File: config.mk
export PLATFORM = sky130hd
export DESIGN_NAME = life_grid_engine
export DESIGN_NICKNAME = d
export VERILOG_FILES = /design/src/rtl/life_grid_engine.sv
export SDC_FILE = /design/constraint.sdc
export NUM_CORES = 2
export LEC_CHECK = 0
export BUFFER_PORTS_ARGS = -buffer_cell sky130_fd_sc_hd__clkbuf_2
export CAP_MARGIN = 20
export CORE_UTILIZATION = 30
export DETAILED_ROUTE_END_ITERATION = 12
export REMOVE_ABC_BUFFERS = 1
export SLEW_MARGIN = 20
export SYNTH_ARGS = -nofsm -noshare
export SYNTH_HDL_FRONTEND = slang
export SYNTH_SLANG_ARGS = --single-unit
File: constraint.sdc
create_clock -name clk -period 9.9 [get_ports clk]
set_clock_uncertainty 0.2 [all_clocks]
set_input_delay 0.99 -clock clk [delete_from_list [all_inputs] [get_ports clk]]
set_output_delay 0.99 -clock clk [all_outputs]
set_load 0.03 [all_outputs]
File: src/rtl/life_grid_engine.sv
// Game-of-Life engine (B3/S23, toroidal grid): scans one cell per clock into a shadow grid and
// commits it to the displayed grid only during vertical blanking.
module life_grid_engine #(
    parameter int unsigned COLS     = 32,
    parameter int unsigned ROWS     = 24,
    parameter int unsigned TICK_DIV = 50_000_000
) (
    input  logic                    clk,
    input  logic                    reset,
    input  logic                    run,
    input  logic                    step,
    input  logic                    vblank,
    input  logic [$clog2(COLS)-1:0] rd_col,
    input  logic [$clog2(ROWS)-1:0] rd_row,
    output logic                    rd_cell,
    output logic                    busy,
    output logic [15:0]             gen_count
);

    localparam int unsigned N  = COLS * ROWS;
    localparam int unsigned CW = $clog2(COLS);
    localparam int unsigned RW = $clog2(ROWS);
    localparam int unsigned IW = $clog2(N);
    localparam int unsigned TW = (TICK_DIV > 1) ? $clog2(TICK_DIV) : 1;

    typedef enum logic [1:0] {StIdle, StScan, StWaitVb} state_e;

    state_e          state_q, state_d;
    logic [TW-1:0]   tick_q, tick_d;
    logic [CW-1:0]   col_q, col_d;
    logic [RW-1:0]   row_q, row_d;
    logic [N-1:0]    cur_q, cur_d;
    logic [N-1:0]    nxt_q, nxt_d;
    logic [15:0]     gen_q, gen_d;
    logic            rd_q, rd_d;

    int unsigned     c, r, cl, cr, ru, rdn;
    logic [3:0]      cnt;
    logic [IW-1:0]   scan_idx;
    logic            cell_self;
    logic            new_cell;
    logic            scan_last;
    logic            rd_in_range;
    logic [IW-1:0]   rd_idx;

    function automatic logic [N-1:0] seed_grid();
        logic [N-1:0] g;
        g = '0;
        g[1]          = 1'b1;
        g[COLS + 2]   = 1'b1;
        g[2 * COLS]   = 1'b1;
        g[2*COLS + 1] = 1'b1;
        g[2*COLS + 2] = 1'b1;
        return g;
    endfunction

    function automatic logic cell_at(input logic [N-1:0] g, input int unsigned rr,
                                     input int unsigned cc);
        logic [IW-1:0] i;
        i = IW'(rr * COLS + cc);
        return g[i];
    endfunction

    // Neighbour coordinates with wrap-around at every edge.
    always_comb begin
        c   = 32'(col_q);
        r   = 32'(row_q);
        cl  = (c == 0) ? COLS - 1 : c - 1;
        cr  = (c == COLS - 1) ? 0 : c + 1;
        ru  = (r == 0) ? ROWS - 1 : r - 1;
        rdn = (r == ROWS - 1) ? 0 : r + 1;
        cnt = 4'(cell_at(cur_q, ru, cl))  + 4'(cell_at(cur_q, ru, c))  + 4'(cell_at(cur_q, ru, cr))
            + 4'(cell_at(cur_q, r, cl))   + 4'(cell_at(cur_q, r, cr))
            + 4'(cell_at(cur_q, rdn, cl)) + 4'(cell_at(cur_q, rdn, c)) + 4'(cell_at(cur_q, rdn, cr));
        scan_idx  = IW'(r * COLS + c);
        cell_self = cur_q[scan_idx];
        new_cell  = (cnt == 4'd3) | (cell_self & (cnt == 4'd2));
        scan_last = (col_q == CW'(COLS - 1)) && (row_q == RW'(ROWS - 1));
    end

    always_comb begin
        state_d = state_q;
        tick_d  = tick_q;
        col_d   = col_q;
        row_d   = row_q;
        cur_d   = cur_q;
        nxt_d   = nxt_q;
        gen_d   = gen_q;
        case (state_q)
            StIdle: begin
                if (step) begin
                    state_d = StScan;
                    tick_d  = '0;
                    col_d   = '0;
                    row_d   = '0;
                end else if (run) begin
                    if (tick_q == TW'(TICK_DIV - 1)) begin
                        state_d = StScan;
                        tick_d  = '0;
                        col_d   = '0;
                        row_d   = '0;
                    end else begin
                        tick_d = tick_q + TW'(1);
                    end
                end
            end
            StScan: begin
                nxt_d[scan_idx] = new_cell;
                if (scan_last) begin
                    state_d = StWaitVb;
                    col_d   = '0;
                    row_d   = '0;
                end else if (col_q == CW'(COLS - 1)) begin
                    col_d = '0;
                    row_d = row_q + RW'(1);
                end else begin
                    col_d = col_q + CW'(1);
                end
            end
            StWaitVb: begin
                if (vblank) begin
                    cur_d   = nxt_q;
                    gen_d   = gen_q + 16'd1;
                    state_d = StIdle;
                end
            end
            default: state_d = StIdle;
        endcase
    end

    // Read port sees cur_q before any same-cycle commit.
    always_comb begin
        rd_in_range = (32'(rd_row) < ROWS) && (32'(rd_col) < COLS);
        rd_idx      = IW'(32'(rd_row) * COLS + 32'(rd_col));
        rd_d        = rd_in_range & cur_q[rd_idx];
    end

    always_ff @(posedge clk) begin
        if (reset) begin
            state_q <= StIdle;
            tick_q  <= '0;
            col_q   <= '0;
            row_q   <= '0;
            cur_q   <= seed_grid();
            nxt_q   <= '0;
            gen_q   <= '0;
            rd_q    <= 1'b0;
        end else begin
            state_q <= state_d;
            tick_q  <= tick_d;
            col_q   <= col_d;
            row_q   <= row_d;
            cur_q   <= cur_d;
            nxt_q   <= nxt_d;
            gen_q   <= gen_d;
            rd_q    <= rd_d;
        end
    end

    assign rd_cell   = rd_q;
    assign busy      = (state_q != StIdle);
    assign gen_count = gen_q;

endmodule

==> impl_summary.log <==
INFO  metric setup-tns-final = 0 ps
INFO  metric start_util = 30.1%
INFO  metric num_io_pins = 33
INFO  metric count_of_max_cap_constraint_violations = 0
INFO  metric htree_levels = 4
INFO  metric hold-path-cell-count = 3
INFO  metric gp_congestion = 0.958
INFO  metric critPathLaunch = row_q[0]$_SDFFE_PP0P_
INFO  metric synth_cells = 9,373
INFO  metric clock-root-buffer = sky130_fd_sc_hd__clkbuf_16
INFO  metric post_cts.resized_instances = 0
INFO  metric timing.final.setup_violations = 0
INFO  metric min_to = rd_cell$_SDFF_PP0_
INFO  metric nNetsFinal = 9,008
INFO  metric worst_r2r_path_depth = 25
INFO  metric clock_buffers_created_by_tritoncts = about 170
INFO  metric die_height = 535 um
INFO  metric first_pass_iteration_count_of_the_detailed_router = 6
INFO  metric die-area = 286,000 sq um
INFO  metric grt_pass1_wl = between 400,000 and 500,000 um
INFO  metric area_share_of_the_largest_cell_type_after_synthesis = 37.4%
INFO  metric regToRegEndpoint = nxt_q[276]$_SDFFE_PP0P_
INFO  metric crit_slowest_cell = sky130_fd_sc_hd__dfxtp_1
INFO  metric multiplexer_fraction_of_the_synthesized_cell_area = between 20% and 30%
INFO  metric fmax = approximately 0.11 GHz
INFO  metric detail_route.drc_violations = 0
INFO  metric regToRegStartpoint = row_q[0]$_SDFFE_PP0P_
INFO  metric tritoncts = done
INFO  metric critPathKind = register to register
INFO  metric grt_usage = 23.2%
INFO  metric worstHoldPathType = input port to register
INFO  metric post_synth.cell_area_avg = 9.08 sq um
INFO  metric crit_arrival = 9890 ps
INFO  metric mappedNetlistArea = 85,100 sq um
INFO  metric synth_area_leader_cell = sky130_fd_sc_hd__dfxtp_1
INFO  metric worst_slew_pin_tran = between 1000 and 1500 ps
INFO  metric worstSetupEndpointType = register
INFO  metric synth-main-ff-cell = sky130_fd_sc_hd__dfxtp_1
INFO  metric grt_pass1_vias = 72,200
INFO  metric power.leakage = 29.1 nW
INFO  metric drt-vias-per-instance = ~6
INFO  metric ir_drop = between 0.1 and 0.15 mV
INFO  metric yosysWarnings = 0
INFO  metric synth_compound_area_share = 13.0%
INFO  metric ys_top_cells_by_area = sky130_fd_sc_hd__dfxtp_1 37%, sky130_fd_sc_hd__mux4_2 21%, sky130_fd_sc_hd__nand2_1 11%
INFO  metric cp_common_cell = sky130_fd_sc_hd__fa_1
INFO  metric timing.hold.worst.start = rd_row[4]
INFO  metric placement_rows = 195
INFO  metric power.density_cell_area = approximately 170 nW/um^2
INFO  metric port_buffers = 32
INFO  metric critical_path.startpoint_type = register
INFO  metric hpwl = just over 200,000 um
INFO  metric synth_cell_types = 83
INFO  metric synth-seq-cells = 1,591
INFO  metric timing.final.crit_share = between 90% and 100%
INFO  metric largest_family_of_logic_cells_by_synthesized_area = multiplexers
INFO  metric critical-path-max-stage-delay = between 700 and 800 ps
INFO  metric timing.critical_path.required = ~10,000 ps
INFO  metric most-common-layout-cells = 2,597 x sky130_fd_sc_hd__nand2_1, 1,589 x sky130_fd_sc_hd__dfxtp_1, 830 x sky130_fd_sc_hd__a21oi_1
INFO  metric grt_antenna_before_repair = 21
INFO  metric seq_area_frac_synth = between 30% and 40%
INFO  metric run_status = complete, no violations
INFO  metric async_set_or_reset_register_ratio_after_synthesis = 0%
INFO  metric detail_route.wl_per_cell = 26.6 um
INFO  metric drv_slew = 0
INFO  metric antenna_violating_nets_post_route = 0
INFO  metric path_clk_slew = 60 ps
INFO  metric vias = 77,000
INFO  metric post-cts-setup-buffer-count = 0
INFO  metric area_growth = 12.0%
INFO  metric synth_edf_count = 0
INFO  metric synth_adder_area_share = 0.679%
INFO  metric core = 282,000 sq um
INFO  metric drt-initial-drc-count = 10,700
INFO  metric yosys.area_share.xor_xnor = less than 1%
INFO  metric most_common_library_cell_in_the_layout_ignoring_fill_and_taps = sky130_fd_sc_hd__nand2_1
INFO  metric internal_reg_to_reg_setup_slack = 540 ps
INFO  metric largest_net_degree_at_the_start_of_global_routing = 259
INFO  metric clock-sinks = 1,591
INFO  metric overflow = 0
INFO  metric detail_route.wirelength = ~340,000 um
INFO  metric final_period_minus_worst_setup_slack = 9360 ps
INFO  metric critical_path.max_fanout = 37
INFO  metric grt_setup_unrepaired = false
INFO  metric max_slew_margin = between 10% and 20%
INFO  metric synth-simple-area-share = 21.3%
INFO  metric timing.final.hold_violations = 0
INFO  metric die_width = 535 um
INFO  metric postCtsHoldBufs = 0
INFO  metric clock_latency = 900 ps
INFO  metric clk_path_buf_depth = 3
INFO  metric layout-drive-gt1-share = 16.4%
INFO  metric utilization = 33.8%
==> sequential cells by signal, summed over array words and instances (netlist names) <==
| register | count |
|---|---|
| cur_q | 768 |
| tick_q | 26 |
| state_q | 2 |
| col_q | 5 |
| rd_cell | 1 |
| gen_count | 16 |
| nxt_q | 768 |
| row_q | 5 |
==> worst max-delay path: cells and delay by family (launching register included) <==
family | cells | cell delay [ps]
adders and majority gates | 7 | 2960
AOI/OAI and AO/OA | 4 | 1230
and+or+nand+nor | 6 | 1520
buffers and inverters | 7 | 1730
DFF | 1 | 780
xor gates and xnor gates | 1 | 740
==> stage by stage <==
stage	instance area [sq um]	hold WS (ps)	setup slack (ps)	std cells	total power [mW]
2_1_floorplan	81400	226	-28210	8504	7.59
3_3_place_gp	89200	237	753	12500	9.07
3_5_place_dp	89200	243	852	12500	9.08
4_1_cts	95300	165	736	12800	16.0
5_1_grt	95300	218	267	12800	16.4
6_report	95400	206	544	12900	16.0
==> cells by family (layout without fill, tap and decap cells) <==
kind of cell,Yosys count,in the layout
AO/OA/AOI/OAI,2024,2024
XOR/XNOR,64,64
adder cells (fa/ha/maj),42,42
buffers and inverters,900,626
flip-flops,1591,1591
multiplexers,897,897
other,0,12
AND/OR/NAND/NOR,3855,3855
==> per-layer routing <==
layer	GRT usage, %	wire [um]	up-vias
met5	0	47	-
met4	13.7	22800	6
met3	6.37	41800	1082
met2	34.5	146000	4870
met1	30.1	131000	38100
li1	-	-	32900
==> report_power, final <==
part / internal [mW] / switching (mW)
combinational: 0.745 / 1.84
sequential: 6.41 / 0.00903
clock: 4.01 / 2.96
==> synth_stat cells (43+ instances only) <==
master,count
sky130_fd_sc_hd__nand3b_1,780
sky130_fd_sc_hd__buf_2,98
sky130_fd_sc_hd__buf_4,53
sky130_fd_sc_hd__o22ai_1,70
sky130_fd_sc_hd__and3_1,43
sky130_fd_sc_hd__dfxtp_1,1591
sky130_fd_sc_hd__clkbuf_1,643
sky130_fd_sc_hd__mux4_2,807
sky130_fd_sc_hd__nand3_1,76
sky130_fd_sc_hd__mux2i_1,76
sky130_fd_sc_hd__nor2_1,179
sky130_fd_sc_hd__nand2_1,2600
sky130_fd_sc_hd__buf_1,60
sky130_fd_sc_hd__o21ai_0,825
sky130_fd_sc_hd__a22oi_1,90
sky130_fd_sc_hd__a21oi_1,831
==> cell type report <==
type,instances,area (sq um)
fillers,28300,187000
well taps,3743,4680
multi-input cells,6882,50000
clock buffers,239,4900
repair buffers,272,2550
inverters,31,124
clock inverters,84,1210
flip-flops and latches,1591,31900
diodes,12,30.0
==> worst max path at each step <==
stage                              end  slack [ps]  cells past startpoint
2_1_floorplan  nxt_q[766]$_SDFFE_PP0P_      -28210                     22
5_1_grt        nxt_q[417]$_SDFFE_PP0P_         270                     25
6_report       nxt_q[276]$_SDFFE_PP0P_         540                     25
3_3_place_gp   nxt_q[276]$_SDFFE_PP0P_         750                     26
3_5_place_dp   nxt_q[397]$_SDFFE_PP0P_         850                     25
4_1_cts        nxt_q[276]$_SDFFE_PP0P_         740                     25
(Power assumes the default switching activity.)
